File: config.mk
export PLATFORM = sky130hd
export DESIGN_NAME = wb_timer_multi_flat
export DESIGN_NICKNAME = d
export VERILOG_FILES = /design/src/rtl/wb_timer_multi_if.sv /design/src/rtl/wb_timer_multi.sv /design/src/flat_wrapper.sv
export SDC_FILE = /design/constraint.sdc
export NUM_CORES = 1
export LEC_CHECK = 0
export ABC_AREA = 1
export CAP_MARGIN = 20
export CORE_MARGIN = 5
export CORE_UTILIZATION = 40
export DETAILED_ROUTE_END_ITERATION = 16
export HOLD_SLACK_MARGIN = 0.05
export PLACE_DENSITY = 0.65
export SYNTH_ARGS = -nofsm -noshare
export SYNTH_HDL_FRONTEND = slang
export SYNTH_SLANG_ARGS = --single-unit
export TNS_END_PERCENT = 50
File: constraint.sdc
create_clock -name clk_i -period 3.3 [get_ports clk_i]
set_input_delay 0.825 -clock clk_i [delete_from_list [all_inputs] [get_ports clk_i]]
set_output_delay 0.825 -clock clk_i [all_outputs]
set_load 0.01 [all_outputs]
File: src/rtl/wb_timer_multi_if.sv
// Wishbone classic bus bundle for wb_timer_multi.
// Signal names follow the slave's point of view (_i into the slave, _o out of it).
//   wb_addr_i  word address        wb_data_i  write data
//   wb_we_i    write enable        wb_sel_i   byte lanes
//   wb_stb_i   strobe              wb_cyc_i   cycle
//   wb_ack_o   acknowledge         wb_data_o  read data, valid with ack
interface wb_timer_multi_if #(
    parameter int unsigned ADDR_W = 32,
    parameter int unsigned DATA_W = 32,
    parameter int unsigned SEL_W  = 4
);
    logic [ADDR_W-1:0] wb_addr_i;
    logic [DATA_W-1:0] wb_data_i;
    logic              wb_we_i;
    logic [SEL_W-1:0]  wb_sel_i;
    logic              wb_stb_i;
    logic              wb_cyc_i;
    logic              wb_ack_o;
    logic [DATA_W-1:0] wb_data_o;

    modport master (
        output wb_addr_i, wb_data_i, wb_we_i, wb_sel_i, wb_stb_i, wb_cyc_i,
        input  wb_ack_o, wb_data_o
    );

    modport slave (
        input  wb_addr_i, wb_data_i, wb_we_i, wb_sel_i, wb_stb_i, wb_cyc_i,
        output wb_ack_o, wb_data_o
    );
endinterface

File: src/rtl/wb_timer_multi.sv
// Multi-channel Wishbone (classic) timer.
// A shared prescaler produces ticks that decrement NUM_CHANNELS independent
// down-counters. Each expiry sets a sticky STATUS bit and pulses ch_event_o;
// timer_irq_o is the registered OR of STATUS & MASK.
//
// Ports:
//   clk_i        clock
//   rst_n_i      asynchronous active-low reset
//   wb           Wishbone slave (wb_timer_multi_if.slave)
//   timer_irq_o  combined level interrupt, registered
//   ch_event_o   one-cycle pulse per channel expiry
//
// Register map (byte offsets, only addr[7:2] decoded):
//   0x00 GCTRL[0] global enable   0x04 PRESCALE   0x08 STATUS (W1C)   0x0C MASK
//   0x20+8n LOAD(n)   0x24+8n CTRL(n) [0]=en [1]=periodic   0x80+4n COUNT(n) (RO)
//
// Build option: define WB_TIMER_AUTORELOAD_EN to implement CTRL[1] (periodic
// reload). Without it CTRL[1] reads 0 and every channel is one-shot.
module wb_timer_multi #(
    parameter int unsigned WB_DATA_WIDTH  = 32,
    parameter int unsigned WB_ADDR_WIDTH  = 32,
    parameter int unsigned WB_SEL_WIDTH   = 4,
    parameter int unsigned NUM_CHANNELS   = 4,
    parameter int unsigned PRESCALE_WIDTH = 16
) (
    input  logic                    clk_i,
    input  logic                    rst_n_i,
    wb_timer_multi_if.slave         wb,
    output logic                    timer_irq_o,
    output logic [NUM_CHANNELS-1:0] ch_event_o
);

    localparam int unsigned DW = WB_DATA_WIDTH;
    localparam int unsigned AW = WB_ADDR_WIDTH;
    localparam int unsigned SW = WB_SEL_WIDTH;
    localparam int unsigned NC = NUM_CHANNELS;
    localparam int unsigned PW = PRESCALE_WIDTH;

    // Register state
    logic          ack_q, ack_d;
    logic [DW-1:0] rdata_q, rdata_d;
    logic          irq_q, irq_d;
    logic [NC-1:0] event_q, event_d;
    logic          gen_q, gen_d;
    logic [PW-1:0] prescale_q, prescale_d;
    logic [PW-1:0] pcnt_q, pcnt_d;
    logic [NC-1:0] status_q, status_d;
    logic [NC-1:0] mask_q, mask_d;
    logic [DW-1:0] load_q  [NC];
    logic [DW-1:0] load_d  [NC];
    logic [DW-1:0] count_q [NC];
    logic [DW-1:0] count_d [NC];
    logic [NC-1:0] en_q, en_d;
    logic [NC-1:0] per_q, per_d;

    // Decode / helper nets
    logic          access_c;
    logic          wr_c;
    logic          rd_c;
    logic [5:0]    idx_c;
    logic          tick_c;
    logic [NC-1:0] load_wr_c;
    logic [NC-1:0] ctrl_wr_c;
    logic [NC-1:0] status_clr_c;
    logic [DW-1:0] rdata_c;
    logic          unused_addr_c;

    // Replace the byte lanes selected by sel, keep the others.
    function automatic logic [DW-1:0] merge_bytes(input logic [DW-1:0] old_v,
                                                  input logic [DW-1:0] new_v,
                                                  input logic [SW-1:0] sel);
        logic [DW-1:0] r;
        r = old_v;
        for (int b = 0; b < int'(SW); b++) begin
            if (sel[b]) r[b*8 +: 8] = new_v[b*8 +: 8];
        end
        return r;
    endfunction

    // One access per ack; the ack itself blocks re-triggering so stb is re-sampled.
    assign access_c      = wb.wb_cyc_i & wb.wb_stb_i & ~ack_q;
    assign wr_c          = access_c & wb.wb_we_i;
    assign rd_c          = access_c & ~wb.wb_we_i;
    assign idx_c         = wb.wb_addr_i[7:2];
    assign unused_addr_c = ^{wb.wb_addr_i[AW-1:8], wb.wb_addr_i[1:0]};

    // >= rather than == so a PRESCALE shrink below pcnt cannot stall the ticks.
    assign tick_c = gen_q && (pcnt_q >= prescale_q);

    // Per-channel write strobes
    always_comb begin
        load_wr_c = '0;
        ctrl_wr_c = '0;
        for (int n = 0; n < int'(NC); n++) begin
            load_wr_c[n] = wr_c && (idx_c == 6'(8 + 2 * n));
            ctrl_wr_c[n] = wr_c && wb.wb_sel_i[0] && (idx_c == 6'(9 + 2 * n));
        end
    end

    // Read mux; unmapped and non-existent channel addresses return 0
    always_comb begin
        rdata_c = '0;
        case (idx_c)
            6'd0:    rdata_c = DW'(gen_q);
            6'd1:    rdata_c = DW'(prescale_q);
            6'd2:    rdata_c = DW'(status_q);
            6'd3:    rdata_c = DW'(mask_q);
            default: ;
        endcase
        for (int n = 0; n < int'(NC); n++) begin
            if (idx_c == 6'(8 + 2 * n)) rdata_c = load_q[n];
            if (idx_c == 6'(9 + 2 * n)) rdata_c = DW'({per_q[n], en_q[n]});
            if (idx_c == 6'(32 + n))    rdata_c = count_q[n];
        end
    end

    // Next-state logic for bus, prescaler and channels
    always_comb begin
        ack_d        = access_c;
        rdata_d      = rd_c ? rdata_c : '0;
        irq_d        = |(status_q & mask_q);
        gen_d        = gen_q;
        prescale_d   = prescale_q;
        pcnt_d       = '0;
        mask_d       = mask_q;
        status_clr_c = '0;
        load_d       = load_q;
        count_d      = count_q;
        en_d         = en_q;
        per_d        = per_q;
        event_d      = '0;

        if (wr_c) begin
            case (idx_c)
                6'd0: if (wb.wb_sel_i[0]) gen_d = wb.wb_data_i[0];
                6'd1: prescale_d = PW'(merge_bytes(DW'(prescale_q), wb.wb_data_i, wb.wb_sel_i));
                6'd2: if (wb.wb_sel_i[0]) status_clr_c = wb.wb_data_i[NC-1:0];
                6'd3: if (wb.wb_sel_i[0]) mask_d = wb.wb_data_i[NC-1:0];
                default: ;
            endcase
        end

        if (gen_q) pcnt_d = tick_c ? '0 : pcnt_q + PW'(1);

        for (int n = 0; n < int'(NC); n++) begin
            // LOAD only matters at the next start or reload
            if (load_wr_c[n]) load_d[n] = merge_bytes(load_q[n], wb.wb_data_i, wb.wb_sel_i);

            if (ctrl_wr_c[n]) begin
`ifdef WB_TIMER_AUTORELOAD_EN
                per_d[n] = wb.wb_data_i[1];
`endif
                if (!wb.wb_data_i[0]) begin
                    en_d[n] = 1'b0;
                end else if (!en_q[n] && (load_q[n] != '0)) begin
                    en_d[n]    = 1'b1;
                    count_d[n] = load_q[n];
                end
            end

            // A stop write in the same cycle freezes COUNT and suppresses the tick
            if (tick_c && en_q[n] && !(ctrl_wr_c[n] && !wb.wb_data_i[0])) begin
                if (count_q[n] == DW'(1)) begin
                    event_d[n] = 1'b1;
                    count_d[n] = '0;
                    if (per_q[n] && (load_q[n] != '0)) count_d[n] = load_q[n];
                    else                               en_d[n]    = 1'b0;
                end else if (count_q[n] != '0) begin
                    count_d[n] = count_q[n] - DW'(1);
                end
            end
        end

        // Expiry set beats a same-cycle W1C
        status_d = (status_q & ~status_clr_c) | event_d;
    end

    // State registers
    always_ff @(posedge clk_i or negedge rst_n_i) begin
        if (!rst_n_i) begin
            ack_q      <= 1'b0;
            rdata_q    <= '0;
            irq_q      <= 1'b0;
            event_q    <= '0;
            gen_q      <= 1'b0;
            prescale_q <= '0;
            pcnt_q     <= '0;
            status_q   <= '0;
            mask_q     <= '0;
            en_q       <= '0;
            per_q      <= '0;
            for (int n = 0; n < int'(NC); n++) begin
                load_q[n]  <= '0;
                count_q[n] <= '0;
            end
        end else begin
            ack_q      <= ack_d;
            rdata_q    <= rdata_d;
            irq_q      <= irq_d;
            event_q    <= event_d;
            gen_q      <= gen_d;
            prescale_q <= prescale_d;
            pcnt_q     <= pcnt_d;
            status_q   <= status_d;
            mask_q     <= mask_d;
            en_q       <= en_d;
            per_q      <= per_d;
            for (int n = 0; n < int'(NC); n++) begin
                load_q[n]  <= load_d[n];
                count_q[n] <= count_d[n];
            end
        end
    end

    assign wb.wb_ack_o  = ack_q;
    assign wb.wb_data_o = rdata_q;
    assign timer_irq_o  = irq_q;
    assign ch_event_o   = event_q;

endmodule

File: src/flat_wrapper.sv
// flat-port wrapper written by rule: the top's interface ports become plain ports
module wb_timer_multi_flat 
#(
    parameter int unsigned WB_DATA_WIDTH  = 32,
    parameter int unsigned WB_ADDR_WIDTH  = 32,
    parameter int unsigned WB_SEL_WIDTH   = 4,
    parameter int unsigned NUM_CHANNELS   = 4,
    parameter int unsigned PRESCALE_WIDTH = 16
)
  (clk_i, rst_n_i, timer_irq_o, ch_event_o, wb_wb_addr_i, wb_wb_data_i, wb_wb_we_i, wb_wb_sel_i, wb_wb_stb_i, wb_wb_cyc_i, wb_wb_ack_o, wb_wb_data_o);
  wb_timer_multi_if #(.ADDR_W(32), .DATA_W(32), .SEL_W(4)) wb_i ();
  input  logic clk_i;
  input  logic rst_n_i;
  output logic timer_irq_o;
  output logic [NUM_CHANNELS-1:0] ch_event_o;
  input wire logic [$bits(wb_i.wb_addr_i)-1:0] wb_wb_addr_i;
  input wire logic [$bits(wb_i.wb_data_i)-1:0] wb_wb_data_i;
  input wire logic [$bits(wb_i.wb_we_i)-1:0] wb_wb_we_i;
  input wire logic [$bits(wb_i.wb_sel_i)-1:0] wb_wb_sel_i;
  input wire logic [$bits(wb_i.wb_stb_i)-1:0] wb_wb_stb_i;
  input wire logic [$bits(wb_i.wb_cyc_i)-1:0] wb_wb_cyc_i;
  output wire logic [$bits(wb_i.wb_ack_o)-1:0] wb_wb_ack_o;
  output wire logic [$bits(wb_i.wb_data_o)-1:0] wb_wb_data_o;
  assign wb_i.wb_addr_i = wb_wb_addr_i;
  assign wb_i.wb_data_i = wb_wb_data_i;
  assign wb_i.wb_we_i = wb_wb_we_i;
  assign wb_i.wb_sel_i = wb_wb_sel_i;
  assign wb_i.wb_stb_i = wb_wb_stb_i;
  assign wb_i.wb_cyc_i = wb_wb_cyc_i;
  assign wb_wb_ack_o = wb_i.wb_ack_o;
  assign wb_wb_data_o = wb_i.wb_data_o;
  wb_timer_multi #(.WB_DATA_WIDTH(WB_DATA_WIDTH), .WB_ADDR_WIDTH(WB_ADDR_WIDTH), .WB_SEL_WIDTH(WB_SEL_WIDTH), .NUM_CHANNELS(NUM_CHANNELS), .PRESCALE_WIDTH(PRESCALE_WIDTH)) u_core (.clk_i(clk_i), .rst_n_i(rst_n_i), .wb(wb_i), .timer_irq_o(timer_irq_o), .ch_event_o(ch_event_o));
endmodule
# Word-level counts from Yosys, hierarchy flattened
# Index checks and enable logic that the tools add are counted.
# op_classes
n_addsub,5
order_cmp,1
n_eq_ne,19
mux,71
n_bitwise,10
reduce_logical,65
# op_table
cell,count
$mux W32,37
$reduce_bool A32 Y1,8
$eq A32 B1 Y1 const B,4
$sub A32 B1 Y32 const B,4
$pmux W16 S4,1
$eq A6 B4 Y1 const B,8
$mux W16,2
$reduce_and A2 Y1,16
$mux W1,28
$logic_and A1 B1 Y1,26
$eq A6 B6 Y1 const B,4
$add A16 B1 Y16 const B,1
$ge A16 B16 Y1,1
$eq A6 B2 Y1 const B,2
$mux W4,3
$reduce_and A3 Y1,4
$logic_not A1 Y1,9
$and A4 B4 Y4,2
$eq A6 B1 Y1 const B,1
$logic_not A6 Y1,1
$and A1 B1 Y1,4
$not A4 Y4,1
$or A4 B4 Y4,1
$reduce_or A4 Y1,1
$not A1 Y1,2
# word_totals
regBits,339
in_bits,73
output_inout_bits,38
elab_cells,202

# Depth between registers and ports, before layout
# Gate-level depths: netlist of the first run.
# logic_depth
depth_word,15
ltp_mapped,17
mapped_depth_nobuf,17

# Least setup slack after synthesis of the first run
# No wires, ideal clock.
# synth_timing
path_kind,input to register
startpoint,input wb_wb_addr_i[7]
endpoint,register u_core.count_q[28] in the netlist's numbering
setup_time_ns,0.130
arrival_ns,2.236
t_required_ns,3.170
path_slack_ns,0.934
stages,14
n_path_buf,1
cell_sequence,nor2_4 > inv_2 > nor2_2 > inv_2 > nor2_4 > inv_2 > or2_4 > nor3_2 > nand2_2 > buf_6 > nand2_1 > o211ai_2 > nand2_1 > nor2_1
# synth_rtl
element,line,text
start: declaration,flat_wrapper.sv:16,input wire logic [$bits(wb_i.wb_addr_i)-1:0] wb_wb_addr_i;
end signal: indexed assignment,wb_timer_multi.sv:210,count_q[n] <= count_d[n];
end: declaration,wb_timer_multi.sv:51,logic [DW-1:0] count_q [NC];

# Final worst setup path of the first run
# layout_timing
startpoint,input wb_wb_addr_i[2]
endpoint,"register u_core.rdata_q[14], in the netlist u_core.wb.wb_data_o[14]"
# layout_via
elab_chain_len,15
word_cells_on_any_way,30
cone_classes,eq/ne (15); mux (14); reduce/logical (1)
# layout_lines
element,line,text
"$eq A6 B2 Y1, or another cell as far along",wb_timer_multi.sv:103,case (idx_c)
$pmux W16 S4,wb_timer_multi.sv:103,
$mux W32,wb_timer_multi.sv:111,if (idx_c == 6'(8 + 2 * n)) rdata_c = load_q[n];
$mux W32,wb_timer_multi.sv:112,"if (idx_c == 6'(9 + 2 * n)) rdata_c = DW'({per_q[n], en_q[n]});"
$mux W32,wb_timer_multi.sv:113,if (idx_c == 6'(32 + n)) rdata_c = count_q[n];
$mux W32,wb_timer_multi.sv:111,
$mux W32,wb_timer_multi.sv:112,
$mux W32,wb_timer_multi.sv:113,
$mux W32,wb_timer_multi.sv:111,
$mux W32,wb_timer_multi.sv:112,
$mux W32,wb_timer_multi.sv:113,
$mux W32,wb_timer_multi.sv:111,
$mux W32,wb_timer_multi.sv:112,
$mux W32 (*),wb_timer_multi.sv:113,
$mux W32 (*),wb_timer_multi.sv:120,rdata_d = rd_c ? rdata_c : '0;
net u_core.rdata_d[14],wb_timer_multi.sv:41,"logic [DW-1:0] rdata_q, rdata_d;"
end signal: assignment,wb_timer_multi.sv:198,rdata_q <= rdata_d;
end: declaration,wb_timer_multi.sv:41,
# The timed path passes the listed nets; every way through them passes the cells marked *.
# A chain may end at the register's enable or synchronous reset.

==> results by stage, run 1 <==
Synth:
- Synthesis produced a netlist with a net count of 2866.
- Synthesis inferred 339 register bits.
- The multiplexer share of the synthesized area is 0.00196.
- Averaged over all synthesized cells, the footprint is 7.37 um^2.
- The summed instance area of the synthesized netlist is 20400 um^2.
- The fraction of synthesis flops using an asynchronous set or reset pin is 1.00.
- The proportion of netlist area held by the largest area contributor is 0.416.
- The fraction of the mapped netlist area in simple logic gates is 0.237.
- The number of synthesized flops with an enable pin is 0.
- The synthesized netlist contains 50 unique library cells.
- The area fraction in compound gates after synthesis came to 0.207.
- The proportion of synthesized chip area in sequential cells is 0.416.
- Ranked by total cell area, the synthesized netlist is headed by sky130_fd_sc_hd__dfrtp_1 42%, sky130_fd_sc_hd__o21ai_0 11%, sky130_fd_sc_hd__nand2_1 11%.
- Of the total synthesized cell area, the portion taken by full adders, half adders and majority gates is 0.0160.
- After synthesis, the largest family of logic cells by area is simple AND/OR/NAND/NOR gates.
- Among all flip-flop cells after synthesis, the most frequent one is sky130_fd_sc_hd__dfrtp_1.
- The number of warnings issued by yosys is 0.
- sky130_fd_sc_hd__dfrtp_1 takes more of the synthesized area than any other cell.
- The number of instances in the synthesized netlist is 2767.
- Of the total synthesized cell area, the portion taken by XOR and XNOR cells is 0.0408.

STA:
- The tightest slew margin relative to the limit is 0.424.
- The post-route clock period utilization is 0.872.
- The final number of max-transition violations was 0.
- The setup clock skew after layout is 22.6 ps.
- Setup repair after global routing left no endpoint under its margin.
- Based on the critical path, the design can be clocked at up to 347 MHz.
- For the pin with the worst max-slew slack, the measured transition is 856 ps.
- The final critical delay including setup and external delays is 2880 ps.
- Setup violations remaining at the end of the flow were counted as 0.
- On the final layout, the worst hold slack is 185 ps.
- The final number of hold-violating endpoints is 0.

GRT:
- The via count of the first global-routing pass is 18981.
- Entering global routing, the biggest net connects 101 pins.
- Summed over all layers, the global routing overflow is 0.
- The wire length of the first global-routing pass is 111 mm.
- The global routing usage summed across all routing layers is 0.251.
- The number of antenna violations at the first check in global routing is 0.

Clock network:
- Buffers inserted to repair hold after CTS numbered 0.
- The TritonCTS clock tree is yes.
- The root buffer cell chosen for the clock tree is sky130_fd_sc_hd__clkbuf_16.
- TritonCTS created 41 clock buffers.
- The H-tree depth reported by CTS is 2.
- The CTS clock-pin slew for the worst setup and hold paths is 60 ps.
- The count of instances resized after the clock tree is built is 0.
- The maximum root-to-sink buffer count is 3.
- The total clock sinks is 339.
- The post-CTS setup buffer count is 0.
- For the worst-skew pair, the clock arrives at the later sink with an insertion delay of 570 ps.

Drt:
- Dividing the detail-routed wire length by the instance count gives 19.9 um.
- The DRC violation count after routing is 0.
- The count of vias placed by the detailed router is 20199.
- Using the TritonRoute via totals, the vias-per-cell ratio works out to 5.60.
- The detail route stage leaves a number of antenna-violating nets equal to 0.
- The first-pass detailed-route iteration total is 8.
- Wires add up to 71.9 mm.
- The count of routing violations after the opening detailed-route iteration is 2164.

Critical path:
- At the worst endpoint, the required time is 3770 ps.
- The critical path goes through clkdlybuf4s50_1 > nor2_1 > nand2_1 > nor2_1 > buf_12 > inv_1 > o211ai_1 > o21ai_0 > nand2_1 > o21ai_0 > nand2_1 > o21ai_0 > a21oi_1.
- The largest single stage delay on the critical path is 530 ps.
- The family of cells with the greatest summed delay on the critical path is buffers and inverters.
- The kind of launch point of the worst setup path is an input pin.
- The number of buffer and inverter stages on the critical path is 3.
- The nature of the critical path endpoint is a flop.
- The type of the worst setup path is in2reg.
- STA puts the critical path data arrival time at 3350 ps.
- The highest-delay cell along the critical path is sky130_fd_sc_hd__clkdlybuf4s50_1.
- The maximum net fanout on the critical path is 21.

Finish:
- In the final layout, the multi-input gates occupy 10300 um^2.
- The library cells used most frequently in the layout, excluding fill and tap cells, are 575 x sky130_fd_sc_hd__nand2_1, 454 x sky130_fd_sc_hd__o21ai_0, 339 x sky130_fd_sc_hd__dfrtp_1, 287 x sky130_fd_sc_hd__inv_1, 215 x sky130_fd_sc_hd__nor2_1.
- The layout cell share with drive strength beyond 1 is 0.0924.
- For this run, the post-layout net count is 3000.
- The storage element area is 8480 um^2.
- The fill cell total of the finished layout is 4963.
- Compared with the post-synthesis result, the final layout area differs by 18.8%.
- The library cell used most frequently in the layout, excluding fill and tap cells, is sky130_fd_sc_hd__nand2_1.
- The number of antenna repair diodes is 0.

Power and ir drop:
- The worst-case IR drop observed on VDD is 0.386 mV.
- The leakage component of the power is 0.0108 uW.
- Total power for the finished layout comes to 9900 uW.
- In this run the power density over the cells is 409 nW/um^2.

Place:
- The wire-length estimate of the detail-placed layout is 54.0 mm.
- The routability congestion estimate from global placement is 0.979.
- The number of buffers added on ports is 84.

Floorplanning:
- The number of primary I/O pins is 111.
- The floorplan has 82 rows.
- The die covers 55600 um^2.
- The horizontal die dimension is 236 um.
- The initial standard-cell utilization of the core is 0.406.
- In this run the standard cell core region covers 50300 um^2.
- The overall die height is 236 um.

Status:
- The run finished with clean final reports.

Job:
- The max-cap check violation count is 0.

Worst hold path:
- The class of the tightest hold or removal check is in2async.
-- cell usage after synthesis, types with 3 or more instances --
master                      instances
sky130_fd_sc_hd__buf_2             37
sky130_fd_sc_hd__mux2i_1            4
sky130_fd_sc_hd__nand4_1           40
sky130_fd_sc_hd__inv_2             12
sky130_fd_sc_hd__nor2_2            21
sky130_fd_sc_hd__nor2_1           215
sky130_fd_sc_hd__nor3_1            41
sky130_fd_sc_hd__o21ai_1           26
sky130_fd_sc_hd__o22ai_1            6
sky130_fd_sc_hd__inv_1            287
sky130_fd_sc_hd__nand3_1          109
sky130_fd_sc_hd__nand2_2            8
sky130_fd_sc_hd__o211ai_2           3
sky130_fd_sc_hd__a31oi_1           12
sky130_fd_sc_hd__nand3b_1           5
sky130_fd_sc_hd__buf_6              3
sky130_fd_sc_hd__a21oi_1          198
sky130_fd_sc_hd__ha_1              26
sky130_fd_sc_hd__nor3_2            10
sky130_fd_sc_hd__nor2_4             8
sky130_fd_sc_hd__nand3_2            4
sky130_fd_sc_hd__nor4_1            43
sky130_fd_sc_hd__nand2_1          575
sky130_fd_sc_hd__dfrtp_1          339
sky130_fd_sc_hd__a22oi_1            5
sky130_fd_sc_hd__xnor2_1           17
sky130_fd_sc_hd__o211ai_1          75
sky130_fd_sc_hd__and3_1             3
sky130_fd_sc_hd__o21ai_0          454
sky130_fd_sc_hd__or2_2              4
sky130_fd_sc_hd__clkbuf_1          73
sky130_fd_sc_hd__o2bb2ai_1          4
sky130_fd_sc_hd__xor2_1            78
-- layer usage --
metal  vias to the layer above  global-route usage  wire (um)
met5                         -                   0          0
met4                         0              0.0843       2380
met3                       135              0.0363       5290
met2                       833               0.393      32300
met1                      9684               0.358      32000
li1                       9547                   -          -
-- final cells by class --
| class | count | share of cell area |
|---|---|---|
| multi-input combinational | 2010 | 0.424 |
| tap | 672 | 0.0347 |
| clock buffer | 57 | 0.0495 |
| clock inverter | 18 | 0.00935 |
| timing repair buffer | 208 | 0.0858 |
| inverter | 301 | 0.0466 |
| sequential | 339 | 0.350 |
-- final timing paths --
check                      slack [ps]                 endpoint  cells past startpoint             startpoint
setup reg to reg                  530      u_core.count_q[127]                     14      u_core.pcnt_q[15]
max in group asynchronous        2240       u_core.count_q[24]                      2                rst_n_i
hold / removal                    180      u_core.count_q[113]                      1                rst_n_i
min in group clk_i                490    u_core.prescale_q[11]                      2  u_core.prescale_q[11]
setup / recovery                  420  u_core.wb.wb_data_o[14]                     13        wb_wb_addr_i[2]
hold reg to reg                   490    u_core.prescale_q[11]                      2  u_core.prescale_q[11]
-- through the flow --
step	setup TNS, ps	setup slack [ps]	instance area [um^2]	std cells	util
floorplan	0	934	20400	2767	-
global placement	-1040	-148	22800	3530	0.453
CTS	0	443	24200	3605	0.482
global route	0	192	24200	3605	0.482
detailed placement	-1110	-145	22800	3530	0.453
finish	0	422	24200	3605	0.482
-- where the power goes --
| group | leakage [uW] | switching [uW] | internal (uW) |
|---|---|---|---|
| logic | 0.00593 | 495 | 259 |
| registers | 0.00421 | 99.9 | 4230 |
| clock network | 0.000699 | 1890 | 2930 |
| total | 0.0108 | 2480 | 7420 |
-- registers in the layout, summed over array words and instances, names as in the netlist --
signal / cells
u_core.timer_irq_o: 1
u_core.mask_q: 4
u_core.prescale_q: 16
u_core.status_q: 4
u_core.gen_q: 1
u_core.count_q: 128
u_core.load_q: 128
u_core.wb.wb_data_o: 32
u_core.en_q: 4
u_core.ch_event_o: 4
u_core.pcnt_q: 16
u_core.wb.wb_ack_o: 1
-- cells by family (layout without fill, tap and decap cells) --
logic type,count (synthesis),after routing
buffers and inverters,418,584
muxes,4,4
adders and majority gates,26,26
AOI/OAI and AO/OA,788,788
xor gates and xnor gates,95,95
DFF,339,339
and+or+nand+nor,1097,1097
Power figures use the tool's default switching activity.
==> run 2: changes to the inputs <==
--- a/config.mk
+++ b/config.mk
@@ -12,6 +12,7 @@
 export DETAILED_ROUTE_END_ITERATION = 16
 export HOLD_SLACK_MARGIN = 0.05
 export PLACE_DENSITY = 0.65
+export REMOVE_ABC_BUFFERS = 1
 export SYNTH_ARGS = -nofsm -noshare
 export SYNTH_HDL_FRONTEND = slang
 export SYNTH_SLANG_ARGS = --single-unit
==> run 2 against run 1 <==
  * Design area is 0.86% lower
  * Critical path depth decreased by 2
  * Worst hold slack better by 93 ps
  * Non-clock buffer count is 17 lower
  * Sequential cell count did not move
  * Fmax grew 0.14%
  * Count of clock-buffer cells in the layout grew 2
  * Sequential share of layout area is 0.30 points higher
  * Die area stayed put
  * Wire length decreased by 1.9%
  * Clock skew increased by 2.3 ps
  * Clock power down 6.2%
==> results by stage, run 2 (synthesis gave the netlist of run 1 again) <==
Floorplanning:
- The placeable core region is 50300 um^2.
- The total die area is 55600 um^2.
- For this configuration, the core starts out at a cell density of 0.406.
- The number of primary I/O pins is 111.
- The number of rows in the core area is 82.
- The overall die height is 236 um.
- The horizontal die dimension is 236 um.

Finish:
- The layout net count is 2982.
- The commonest non-fill, non-tap cell in the layout is sky130_fd_sc_hd__nand2_1.
- Of the cells placed in the final design, the portion with a size suffix greater than 1 is 0.0858.
- The area growth from synthesis to final layout is 17.8%.
- The area of all placed cells without fillers is 24000 um^2.
- The filler-free cell count of the finished design is 3586.
- In the layout the commonest cells are 575 x sky130_fd_sc_hd__nand2_1, 454 x sky130_fd_sc_hd__o21ai_0, 339 x sky130_fd_sc_hd__dfrtp_1, 287 x sky130_fd_sc_hd__inv_1, 215 x sky130_fd_sc_hd__nor2_1.

Clock network:
- The clock insertion delay at the later pin of the skew report is 580 ps.
- The count of instances resized after the clock tree is built is 0.
- After clock tree synthesis, the clock-pin slew on the worst setup and hold paths is 50 ps.
- The clock passes through at most 3 buffers.
- The tree is rooted in a sky130_fd_sc_hd__clkbuf_16.
- The H-tree depth reported by CTS is 2.
- The tree built by TritonCTS fans out to 339 sinks.
- Clock tree synthesis inserted a total of 40 buffers.
- TritonCTS built the clock tree.
- The count of hold buffers inserted by post-cts repair is 0.
- After clock tree synthesis, the setup repair step added 0 buffers.

Place:
- Port buffering added 84 buffers.
- The worst setup slack before clock tree synthesis is -37.4 ps.
- At the end of routability-driven placement, the weighted congestion stood at 0.960.
- The detailed placer's ending HPWL is 53.1 mm.
- The total placed cells including tap cells is 3513.
- Summing all placed instances gives a cell area of 22700 um^2.

Drt:
- In the final routing, the length of wire on met1 measures 30.7 mm.
- Summed over all nets, wire length on met2 after detailed routing comes to 32.9 mm.
- Routed signal wires occupy layers up through met4.
- The sum of met3 wire segment lengths after detailed routing is 4.70 mm.
- The final route contains 19895 vias.
- The count of routing violations after the opening detailed-route iteration is 2441.
- The first-pass detailed-route iteration total is 7.
- For this run, design rule violations remaining after detail routing come to 0.
- The sum of routed wire length over all layers is 70.5 mm.
- In the routed layout, each cell is associated on average with a via count of 5.55.
- The per-cell routed wire length is 19.7 um.
- The count of nets left with antenna violations once routing finished came out at 0.

STA:
- Setup violations remaining at the end of the flow were counted as 0.
- In the post-route analysis, the smallest setup slack over all paths is 426 ps.
- The final critical delay including setup and external delays is 2870 ps.
- Dividing the final minimum period by the clock period gives 0.871.
- The achievable clock frequency is 348 MHz.
- The tightest slew margin relative to the limit is 0.493.
- The tightest hold path in the finished design has a slack of 278 ps.
- The final number of hold-violating endpoints is 0.
- At the pin with the least slew margin, the transition time is 754 ps.
- Setup repair after global routing left no endpoint under its margin.
- The final number of max-transition violations is 0.
- The clock arrives with 24.9 ps of skew.

Power and ir drop:
- The maximum vdd drop is 0.275 mV.
- For this design the ratio of total power to cell area is 400 nW/um^2.
- The leakage component of the power is 0.0107 uW.

Critical path:
- The worst setup path is captured at a flop.
- The highest-delay cell along the critical path is sky130_fd_sc_hd__clkdlybuf4s50_1.
- The number of buffer and inverter stages on the critical path is 3.
- Along the worst path, the maximum fanout reaches 18.
- The start point of the critical path is wb_wb_addr_i[2].
- In this run the critical register-to-register path is launched from u_core.count_q[73].
- The required time at the worst-slack endpoint is 3780 ps.
- Grouping stages by cell kind, the critical path spends the most delay in compound AO/OA/AOI/OAI gates.
- On the worst path, the slowest cell contributes a delay of 460 ps.
- The kind of launch point of the worst setup path is an input pin.
- By startpoint and endpoint, the worst setup path is classified as in2reg.
- At the worst endpoint, the arrival time is 3360 ps.
- The critical path goes through clkdlybuf4s50_1 > nor2_1 > nand2_1 > nor2_1 > buf_12 > inv_1 > o211ai_1 > o21ai_0 > a22oi_1 > o21ai_0 > a21oi_1.

GRT:
- For this run, the total global-route usage over all layers was measured as 0.246.
- The maximum number of pins on one net before global-route repair is 83.
- The number of antenna violations at the first check in global routing came to 0.
- The residual overflow from global routing is 0.
- The via count of the first global-routing pass is 19030.
- The first global-routing pass estimated 110 mm of wire.

Status:
- The flow ran to the end, and the final reports show no timing, DRC or antenna violations.

Job:
- Max-cap violations in this run came to 0.

Worst hold path:
- The tightest min-delay check is of the in2async type.
-- run 2: cell count changes in the layout (fill, tap and decap cells not counted), sizes merged --
cell and change:
clkinvlp -3, diode +1, clkbuf +2, bufinv -3, buf -17, inv +1
-- run 2: metrics by stage --
stage,setup TNS [ps],util,power (uW)
2_1_floorplan,0,-,4730
3_3_place_gp,-74.2,0.451,5150
3_5_place_dp,-218,0.451,5160
4_1_cts,0,0.478,9690
5_1_grt,0,0.478,9940
6_report,0,0.478,9610
-- run 2: routing by layer --
layer | vias up | global-route usage
li1 | 9507 | -
met1 | 9427 | 0.342
met2 | 828 | 0.405
met3 | 133 | 0.0309
met4 | 0 | 0.0758
met5 | - | 0
-- run 2: area by class of cell --
| type | count | area [um^2] |
|---|---|---|
| fillers | 5048 | 26300 |
| multi-input cells | 2010 | 10300 |
| flip-flops and latches | 339 | 8480 |
| repair buffers | 191 | 1970 |
| clock buffers | 59 | 1190 |
| inverters | 301 | 1130 |
| well taps | 672 | 841 |
| clock inverters | 13 | 123 |
| diodes | 1 | 2.50 |
-- run 2: power breakdown --
| group | switching (uW) | leakage, uW | internal (uW) |
|---|---|---|---|
| Clock | 1860 | 0.000659 | 2660 |
| Sequential | 90.3 | 0.00421 | 4230 |
| Combinational | 507 | 0.00587 | 260 |
-- run 2: path summary, 6_finish.rpt --
path                                           to  slack (ps)  cells past startpoint
setup / recovery           u_core.wb.wb_data_o[9]         430                     11
hold reg to reg                  u_core.pcnt_q[0]         470                      1
setup reg to reg               u_core.count_q[94]         580                     12
hold / removal             u_core.wb.wb_data_o[6]         280                      1
min in group clk_i               u_core.pcnt_q[0]         470                      1
max in group asynchronous      u_core.load_q[121]        2190                      2
